<file path="src/rtl/imm_encoder.sv">
// Elastic two-stage immediate packer: scatters a 32-bit immediate into the
// I/S/B/J field positions of a base RV32I instruction, with range checking.
`timescale 1ns/1ps

module imm_encoder #(
  parameter int ERRW = 8
) (
  input  logic            clk,
  input  logic            reset,
  input  logic            in_valid,
  output logic            in_ready,
  input  logic [1:0]      immsrc,
  input  logic [31:0]     imm,
  input  logic [31:0]     base_instr,
  output logic            out_valid,
  input  logic            out_ready,
  output logic [31:0]     instr_out,
  output logic            imm_err,
  output logic [ERRW-1:0] err_count
);

  localparam logic [1:0] IMM_I = 2'b00;
  localparam logic [1:0] IMM_S = 2'b01;
  localparam logic [1:0] IMM_B = 2'b10;
  localparam logic [1:0] IMM_J = 2'b11;

  logic            r_s1_valid;
  logic [1:0]      r_s1_immsrc;
  logic [31:0]     r_s1_imm;
  logic [31:0]     r_s1_base;

  logic            r_s2_valid;
  logic [31:0]     r_s2_instr;
  logic            r_s2_err;

  logic [ERRW-1:0] r_err_count;

  logic            w_s2_advance;
  logic            w_s1_load;
  logic [31:0]     w_enc_instr;
  logic            w_enc_err;
  logic            w_out_fire;

  // Stage 2 can take a new beat whenever it is empty or is being drained.
  assign w_s2_advance = !r_s2_valid || out_ready;
  assign in_ready     = !r_s1_valid || w_s2_advance;
  assign w_s1_load    = in_valid && in_ready;
  assign w_out_fire   = r_s2_valid && out_ready;

  // NOTE: every output of a combinational block gets a default first so no path leaves it unassigned (no latch).
  always_comb begin
    w_enc_instr = r_s1_base;
    w_enc_err   = 1'b0;
    case (r_s1_immsrc)
      IMM_I: begin
        w_enc_instr[31:20] = r_s1_imm[11:0];
        w_enc_err          = (r_s1_imm[31:11] != {21{r_s1_imm[11]}});
      end
      IMM_S: begin
        w_enc_instr[31:25] = r_s1_imm[11:5];
        w_enc_instr[11:7]  = r_s1_imm[4:0];
        w_enc_err          = (r_s1_imm[31:11] != {21{r_s1_imm[11]}});
      end
      IMM_B: begin
        w_enc_instr[31]    = r_s1_imm[12];
        w_enc_instr[30:25] = r_s1_imm[10:5];
        w_enc_instr[11:8]  = r_s1_imm[4:1];
        w_enc_instr[7]     = r_s1_imm[11];
        w_enc_err          = (r_s1_imm[31:12] != {20{r_s1_imm[12]}}) || r_s1_imm[0];
      end
      IMM_J: begin
        w_enc_instr[31]    = r_s1_imm[20];
        w_enc_instr[30:21] = r_s1_imm[10:1];
        w_enc_instr[20]    = r_s1_imm[11];
        w_enc_instr[19:12] = r_s1_imm[19:12];
        w_enc_err          = (r_s1_imm[31:20] != {12{r_s1_imm[20]}}) || r_s1_imm[0];
      end
      default: begin
        w_enc_instr = r_s1_base;
        w_enc_err   = 1'b0;
      end
    endcase
  end

  // NOTE: sequential state uses non-blocking assignments so all registers update together at the edge.
  always_ff @(posedge clk or posedge reset) begin
    if (reset) begin
      r_s1_valid  <= 1'b0;
      // NOTE: datapath registers are reset too; they are few and it keeps outputs deterministic after reset.
      r_s1_immsrc <= 2'b00;
      r_s1_imm    <= 32'd0;
      r_s1_base   <= 32'd0;
    end else begin
      if (in_ready) begin
        r_s1_valid <= in_valid;
      end
      if (w_s1_load) begin
        r_s1_immsrc <= immsrc;
        r_s1_imm    <= imm;
        r_s1_base   <= base_instr;
      end
    end
  end

  always_ff @(posedge clk or posedge reset) begin
    if (reset) begin
      r_s2_valid <= 1'b0;
      r_s2_instr <= 32'd0;
      r_s2_err   <= 1'b0;
    end else if (w_s2_advance) begin
      r_s2_valid <= r_s1_valid;
      if (r_s1_valid) begin
        r_s2_instr <= w_enc_instr;
        r_s2_err   <= w_enc_err;
      end
    end
  end

  // Counts only beats actually taken downstream; sticks at all-ones.
  always_ff @(posedge clk or posedge reset) begin
    if (reset) begin
      r_err_count <= '0;
    end else if (w_out_fire && r_s2_err && !(&r_err_count)) begin
      r_err_count <= r_err_count + 1'b1;
    end
  end

  assign out_valid = r_s2_valid;
  assign instr_out = r_s2_instr;
  assign imm_err   = r_s2_err;
  assign err_count = r_err_count;

endmodule

</file>
<file path="config.mk">
export PLATFORM = sky130hd
export DESIGN_NAME = imm_encoder
export DESIGN_NICKNAME = d
export VERILOG_FILES = /design/src/rtl/imm_encoder.sv
export SDC_FILE = /design/constraint.sdc
export NUM_CORES = 1
export LEC_CHECK = 0
export ABC_AREA = 1
export BUFFER_PORTS_ARGS = -buffer_cell sky130_fd_sc_hd__buf_2
export CORE_MARGIN = 5
export CORE_UTILIZATION = 48
export DETAILED_ROUTE_END_ITERATION = 6
export GPL_ROUTABILITY_DRIVEN = 1
export PLACE_DENSITY = 0.76
export RECOVER_POWER = 100
export SLEW_MARGIN = 20
export SYNTH_ARGS = -nofsm -noshare
export SYNTH_HDL_FRONTEND = slang
export SYNTH_SLANG_ARGS = --single-unit
</file>
<file path="constraint.sdc">
create_clock -name clk -period 2.9 [get_ports clk]
set_input_delay 0.29 -clock clk [delete_from_list [all_inputs] [get_ports clk]]
set_output_delay 0.29 -clock clk [all_outputs]
set_load 0.05 [all_outputs]
</file>
==> results of run 1 <==
[layout by cell type (no fill, tap or decap), types with 11 or more instances in the layout]
cell type                  count
sky130_fd_sc_hd__clkbuf_8     11
sky130_fd_sc_hd__o21ai_0      19
sky130_fd_sc_hd__buf_2        62
sky130_fd_sc_hd__inv_1        26
sky130_fd_sc_hd__clkbuf_1     44
sky130_fd_sc_hd__nand2_1     111
sky130_fd_sc_hd__nor2_1       52
sky130_fd_sc_hd__mux2_1       12
sky130_fd_sc_hd__mux2_2       34
sky130_fd_sc_hd__a21oi_1      27
sky130_fd_sc_hd__dfrtp_1     102
sky130_fd_sc_hd__nand3_1      13
[cell families (layout without fill, tap and decap cells)]
logic type / after synthesis / in the layout
xor+xnor: 7 / 7
flops: 102 / 102
compound gates: 56 / 56
fa+ha+maj: 5 / 5
simple gates: 187 / 187
buf+inv: 48 / 154
mux: 46 / 46
[power by group through the flow]
stage	Combinational [mW]	Sequential, mW	Clock (mW)
final	1.68	2.00	0.956
after global routing	1.82	2.05	1.05
after CTS	1.76	1.99	0.984
after detailed placement	1.76	2.02	0
after global placement	1.73	2.00	0
after floorplan	0.612	2.71	0
[per-layer routing]
metal / vias up / global-route usage
met2: 83 / 0.277
met1: 1614 / 0.250
li1: 1664 / -
met5: - / 0
met3: 6 / 0.0421
met4: 0 / 0.0493
[worst paths after layout]
path / to / cells after the start / slack, ns
setup / recovery: r_s1_imm[22] / 3 / 0.60
hold / removal: instr_out[8] / 3 / 0.09
setup reg to reg: r_s1_imm[22] / 3 / 0.60
hold reg to reg: instr_out[4] / 2 / 0.47
max in group asynchronous: r_s1_imm[27] / 3 / 2.41
min in group clk: r_s1_base[5] / 2 / 0.13
[cell type report]
type                            count  share of cell area
Tap cell                          111              0.0267
Clock inverter                      5              0.0125
Clock buffer                       11              0.0291
Sequential cell                   102               0.490
Timing Repair Buffer              108              0.0966
Inverter                           30              0.0221
Multi-Input combinational cell    301               0.323
[state kept, by name (all words and copies together), names as in the netlist]
register,count
err_count,8
imm_err,1
instr_out,32
out_valid,1
r_s1_base,25
r_s1_imm,32
r_s1_immsrc,2
r_s1_valid,1
[critical path, delay by kind of cell (launching register included)]
family           cells  cell delay (ns)
muxes                1             0.44
DFF                  1             0.39
and+or+nand+nor      2             1.30
==> flow_summary.yaml, run 1 <==
synth:
  synth_fa_ha_area_frac: 0.0139
  yosysTopAreaCell: "sky130_fd_sc_hd__dfrtp_1"
  synth_top_flop_cell: "sky130_fd_sc_hd__dfrtp_1"
  synth_top_area_frac: 0.568
  netlist_top_cells_count: "sky130_fd_sc_hd__nand2_1 (110), sky130_fd_sc_hd__dfrtp_1 (102), sky130_fd_sc_hd__nor2_1 (51)"
  synth.cell_area_um2: 4490
  synth.area.mux_share: 0.115
  count_of_state_elements_after_synthesis: 102
  synth-edff-count: 0
  synthesis.yosys.warnings: 0
  synth_area_per_cell_um2: 9.96
  asyncSetResetFlopFracSynth: 1.00
  post_synth_and_or_nand_nor_area_fraction: 0.171
  ys_top_cells_by_area: "sky130_fd_sc_hd__dfrtp_1 (57%), sky130_fd_sc_hd__nand2_1 (9.2%), sky130_fd_sc_hd__mux2_2 (8.5%), sky130_fd_sc_hd__nor2_1 (4.3%), sky130_fd_sc_hd__a21oi_1 (3.0%)"
  synth_top_family_by_area: "simple AND/OR/NAND/NOR gates"
  syn-num-nets: 526
  synth-compound-area-share: 0.0658
  post-synth-top-count-cell: "sky130_fd_sc_hd__nand2_1"
  post_synthesis_cells: 451
  synth_seq_area_share: 0.568
  synthDistinctLibCells: 29
  synth_xor_xnor_area_share: 0.0137
power_and_ir_drop:
  design_power_total_mw: 4.64
  combPwrFrac: 0.362
  power_leakage_nw: 2.48
  seqPwrFrac: 0.431
  internal_power_mw: 2.61
  peakVddDrop_mv: 0.403
  switchingPower_mw: 2.02
  power.switching_fraction: 0.436
  p_clk_frac: 0.206
  power-per-cell-area_nw_per_um2: 890
critical_path:
  end_kind: "register"
  arrival_ns: 2.54
  critical_path.startpoint: "out_valid"
  crit_path_category: "register to register"
  required_ns: 3.14
  critical_path.max_fanout: 73
  cell_chain_critical_path: "nand3_1 > nand2_2 > mux2_2"
  launching_point_of_the_worst_reg2reg_path: "out_valid"
  critPathMaxStageDelay_ns: 1.14
  crit_slowest_cell: "sky130_fd_sc_hd__nand2_2"
  critPathLaunchType: "register"
layout:
  n_antenna_cell: 0
  multi_input_area_um2: 1680
  drive_gt1_frac: 0.217
  area_growth_syn_to_layout_pct: 16.0
  fillCellCount: 870
  design_area_um2: 5210
  regArea_um2: 2550
  layoutNonFillerInstCount: 668
  nets: 627
  final_core_utilization: 0.566
placed_design:
  placed_cells_incl_taps: 652
  detailedPlace.worstSlack_ns: 0.861
  hpwl_um: 6870
  place_congestion: 0.794
  port_buffers: 105
  placed_area_um2: 5070
grt:
  antenna_found_initial: 0
  wire_length_of_the_first_global_routing_pass_um: 16200
  grt_use_total: 0.178
  grt_start_max_net_pins: 103
  grt_overflow_total: 0
  via_count_of_the_first_global_routing_pass: 3286
drt:
  drc: 0
  drt_iter0_drc: 178
  met2_wirelength_um: 4730
  wl_met1_um: 4560
  number_of_search_and_repair_iterations_in_the_first_detailed_routing_pass: 4
  totalWireLength_um: 9900
  route.detailed.wl_per_inst_um: 14.8
  met3RoutedLength_um: 512
  highest-signal-layer: "met4"
  postRouteAntennaNets: 0
  drt-vias-per-instance: 5.04
  via_count: 3367
clock_tree:
  cts_htree_levels: 3
  post-cts-setup-buffer-count: 0
  tritoncts: "built"
  cts_hold_repair.buffers: 0
  cts_repair_resize_count: 0
  worst_setup_hold_path_clk_slew_ns: 0.10
  clock_insertion_delay_at_the_later_pin_of_the_skew_report_ns: 0.36
  ctsLongestPathBuffers: 2
  cts_num_sinks: 102
  buffer_type_at_the_clock_tree_root: "sky130_fd_sc_hd__clkbuf_8"
  numCtsBuffers: 9
sta:
  post-route-worst-setup-slack_ns: 0.602
  fin_worst_skew_ns: 0.00959
  maxSlewViolCount: 74
  timing_hold_violations_final: 0
  least_margin_pin_slew_ns: 1.56
  worst_slew_margin_rel: -0.0412
  finalWorstPathRequiredPeriod_ns: 2.30
  fin_hold_ws_ns: 0.0925
  maxClockFrequency_mhz: 435
  timing.final.setup_violations: 0
  final.period_utilization: 0.792
  grt_setup_unrepaired: "false"
  fin_setup_tns_ns: 0
die:
  placementRows: 35
  floorplan.initialDensity: 0.488
  boundaryPins: 113
  die_w_um: 107
  die_h_um: 107
  core_area_um2: 9200
  die-area_um2: 11400
worst_hold_path:
  timing.hold.worst.class: "input port to asynchronous set/reset pin"
status:
  outcome: "complete, but fails checks"
  failing_checks: "max-capacitance violations, max-slew violations"
flow_run:
  cap_viol_max_count: 1
Power figures use the tool's default switching activity.
==> run 2: changes to the inputs <==
--- a/config.mk
+++ b/config.mk
@@ -5,13 +5,13 @@
 export SDC_FILE = /design/constraint.sdc
 export NUM_CORES = 1
 export LEC_CHECK = 0
-export ABC_AREA = 1
+export ABC_AREA = 0
 export BUFFER_PORTS_ARGS = -buffer_cell sky130_fd_sc_hd__buf_2
 export CORE_MARGIN = 5
-export CORE_UTILIZATION = 48
+export CORE_UTILIZATION = 52
 export DETAILED_ROUTE_END_ITERATION = 6
 export GPL_ROUTABILITY_DRIVEN = 1
-export PLACE_DENSITY = 0.76
+export PLACE_DENSITY = 0.79
 export RECOVER_POWER = 100
 export SLEW_MARGIN = 20
 export SYNTH_ARGS = -nofsm -noshare
==> constraint.sdc (replaced) <==
create_clock -name clk -period 2.3 [get_ports clk]
set_input_delay 0.23 -clock clk [delete_from_list [all_inputs] [get_ports clk]]
set_output_delay 0.23 -clock clk [all_outputs]
set_load 0.05 [all_outputs]
==> run 2 against run 1 <==
Against the previous run: the run now ends clean; area after synthesis is 5.1% lower; synthesized cell count down 29%; design area shrank 3.2%; critical path type unchanged; highest routed layer unchanged.
==> flow_summary.yaml, run 2 <==
grt:
  grt_overflow_total: 0
  grt_start_max_net_pins: 65
  antenna_found_initial: 0
  grt_use_total: 0.175
  via_count_of_the_first_global_routing_pass: 2924
  wire_length_of_the_first_global_routing_pass_um: 13900
drt:
  route.detailed.wl_per_inst_um: 15.6
  totalWireLength_um: 8400
  postRouteAntennaNets: 0
  drt-vias-per-instance: 5.20
  drc: 0
  number_of_search_and_repair_iterations_in_the_first_detailed_routing_pass: 4
  via_count: 2809
  drt_iter0_drc: 46
sta:
  fin_setup_tns_ns: 0
  final.period_utilization: 0.818
  timing_hold_violations_final: 0
  grt_setup_unrepaired: "false"
  finalWorstPathRequiredPeriod_ns: 1.88
  least_margin_pin_slew_ns: 0.848
  worst_slew_margin_rel: 0.434
  fin_worst_skew_ns: 0.0116
  timing.final.setup_violations: 0
  fin_hold_ws_ns: 0.0907
  maxSlewViolCount: 0
  maxClockFrequency_mhz: 532
clock_tree:
  tritoncts: "built"
  buffer_type_at_the_clock_tree_root: "sky130_fd_sc_hd__clkbuf_8"
  cts_num_sinks: 102
  clock_insertion_delay_at_the_later_pin_of_the_skew_report_ns: 0.36
  worst_setup_hold_path_clk_slew_ns: 0.09
  cts_repair_resize_count: 0
  post-cts-setup-buffer-count: 0
  cts_htree_levels: 3
  numCtsBuffers: 9
  ctsLongestPathBuffers: 2
  cts_hold_repair.buffers: 1
synth:
  netlist_top_cells_count: "sky130_fd_sc_hd__dfrtp_1 (102), sky130_fd_sc_hd__mux2_2 (73), sky130_fd_sc_hd__nand2_1 (24)"
  ys_top_cells_by_area: "sky130_fd_sc_hd__dfrtp_1 (60%), sky130_fd_sc_hd__mux2_2 (19%), sky130_fd_sc_hd__o21ai_0 (2.3%), sky130_fd_sc_hd__nand2_1 (2.1%), sky130_fd_sc_hd__mux2i_1 (1.9%)"
  syn-num-nets: 395
  synth_top_flop_cell: "sky130_fd_sc_hd__dfrtp_1"
  synthDistinctLibCells: 35
  synth_seq_area_share: 0.599
  synth_top_area_frac: 0.599
  post-synth-top-count-cell: "sky130_fd_sc_hd__dfrtp_1"
  asyncSetResetFlopFracSynth: 1.00
  synth.cell_area_um2: 4260
  post_synthesis_cells: 320
  synthesis.yosys.warnings: 0
  synth-edff-count: 0
  synth_area_per_cell_um2: 13.3
  yosysTopAreaCell: "sky130_fd_sc_hd__dfrtp_1"
  count_of_state_elements_after_synthesis: 102
layout:
  final_core_utilization: 0.623
  n_antenna_cell: 0
  drive_gt1_frac: 0.375
  layout_common_cells: "sky130_fd_sc_hd__dfrtp_1 (102), sky130_fd_sc_hd__mux2_2 (73), sky130_fd_sc_hd__buf_2 (62)"
  nets: 507
  final_common_cell: "sky130_fd_sc_hd__dfrtp_1"
  area_growth_syn_to_layout_pct: 18.2
  fillCellCount: 700
power_and_ir_drop:
  power.switching_fraction: 0.397
  internal_power_mw: 3.15
  design_power_total_mw: 5.22
  power-per-cell-area_nw_per_um2: 1040
  p_clk_frac: 0.207
  combPwrFrac: 0.327
  seqPwrFrac: 0.465
  power_leakage_nw: 2.21
  peakVddDrop_mv: 0.587
  switchingPower_mw: 2.07
critical_path:
  end_kind: "register"
  arrival_ns: 2.10
  critPathLaunchType: "register"
  critPathMaxStageDelay_ns: 0.42
  crit_path_category: "register to register"
  critical_path.max_fanout: 22
  cell_chain_critical_path: "or2b_2 > nand2_2 > clkbuf_1 > o21ai_0"
  crit_slowest_cell: "sky130_fd_sc_hd__nand2_2"
  required_ns: 2.52
die:
  die-area_um2: 10100
  floorplan.initialDensity: 0.527
  die_h_um: 101
  boundaryPins: 113
  die_w_um: 101
  core_area_um2: 8090
  placementRows: 33
placed_design:
  place_congestion: 0.778
  hpwl_um: 6140
  port_buffers: 105
status:
  outcome: "complete, no violations"
worst_hold_path:
  timing.hold.worst.class: "input port to register"
flow_run:
  cap_viol_max_count: 0
==> run 2: cells by family (layout without fill, tap and decap cells) <==
logic type,Yosys count,in the layout,synth area share
AO/OA/AOI/OAI,42,42,0.0602
XOR/XNOR,7,7,0.0144
adder cells (fa/ha/maj),5,5,0.0147
buffers and inverters,17,132,0.0211
flip-flops,102,102,0.599
multiplexers,81,81,0.212
AND/OR/NAND/NOR,66,66,0.0793
==> run 2: power by group through the flow <==
stage          Combinational [mW]  Sequential [mW]  Clock (mW)
2_1_floorplan               0.605             3.18           0
3_5_place_dp                 1.80             2.46           0
5_1_grt                      1.84             2.49        1.20
6_report                     1.71             2.43        1.08
3_3_place_gp                 1.77             2.44           0
4_1_cts                      1.80             2.42        1.12
==> run 2: layout make-up <==
class / count / area (um^2) / area share
flip-flops and latches: 102 / 2550 / 0.506
multi-input cells: 201 / 1630 / 0.322
repair buffers: 114 / 529 / 0.105
well taps: 105 / 131 / 0.0261
clock buffers: 9 / 124 / 0.0246
clock inverters: 5 / 61.3 / 0.0122
inverters: 4 / 16.3 / 0.00323
==> run 2: final timing paths <==
path | startpoint | endpoint | slack (ns) | cells after the start
worst max-delay path | out_valid | instr_out[13] | 0.42 | 4
worst min register to register | instr_out[16] | instr_out[16] | 0.49 | 2
max in group asynchronous | reset | r_s1_imm[31] | 0.66 | 4
worst min-delay path | in_valid | r_s1_valid | 0.09 | 2
worst max register to register | out_valid | instr_out[13] | 0.42 | 4
min in group asynchronous | reset | r_s1_base[3] | 0.41 | 3
==> run 2: critical path, delay by kind of cell (launching register included) <==
kind,cells,cell delay [ns]
AOI/OAI and AO/OA,1,0.17
DFF,1,0.39
buffers and inverters,1,0.41
and+or+nand+nor,2,0.77
==> run 2: per-stage QoR <==
step	instances	area [um^2]	worst slack, ns
floorplan	320	4270	0.0205
global placement	525	4930	0.640
detailed placement	525	4930	0.604
finish	540	5040	0.419
global route	540	5040	0.223
CTS	540	5120	0.575
==> run 2: metal layers <==
layer	track usage	vias up	routed length [um]
met5	0	-	0
met4	0.0715	0	117
met3	0.0443	9	515
met2	0.280	61	4230
met1	0.229	1375	3540
li1	-	1364	-
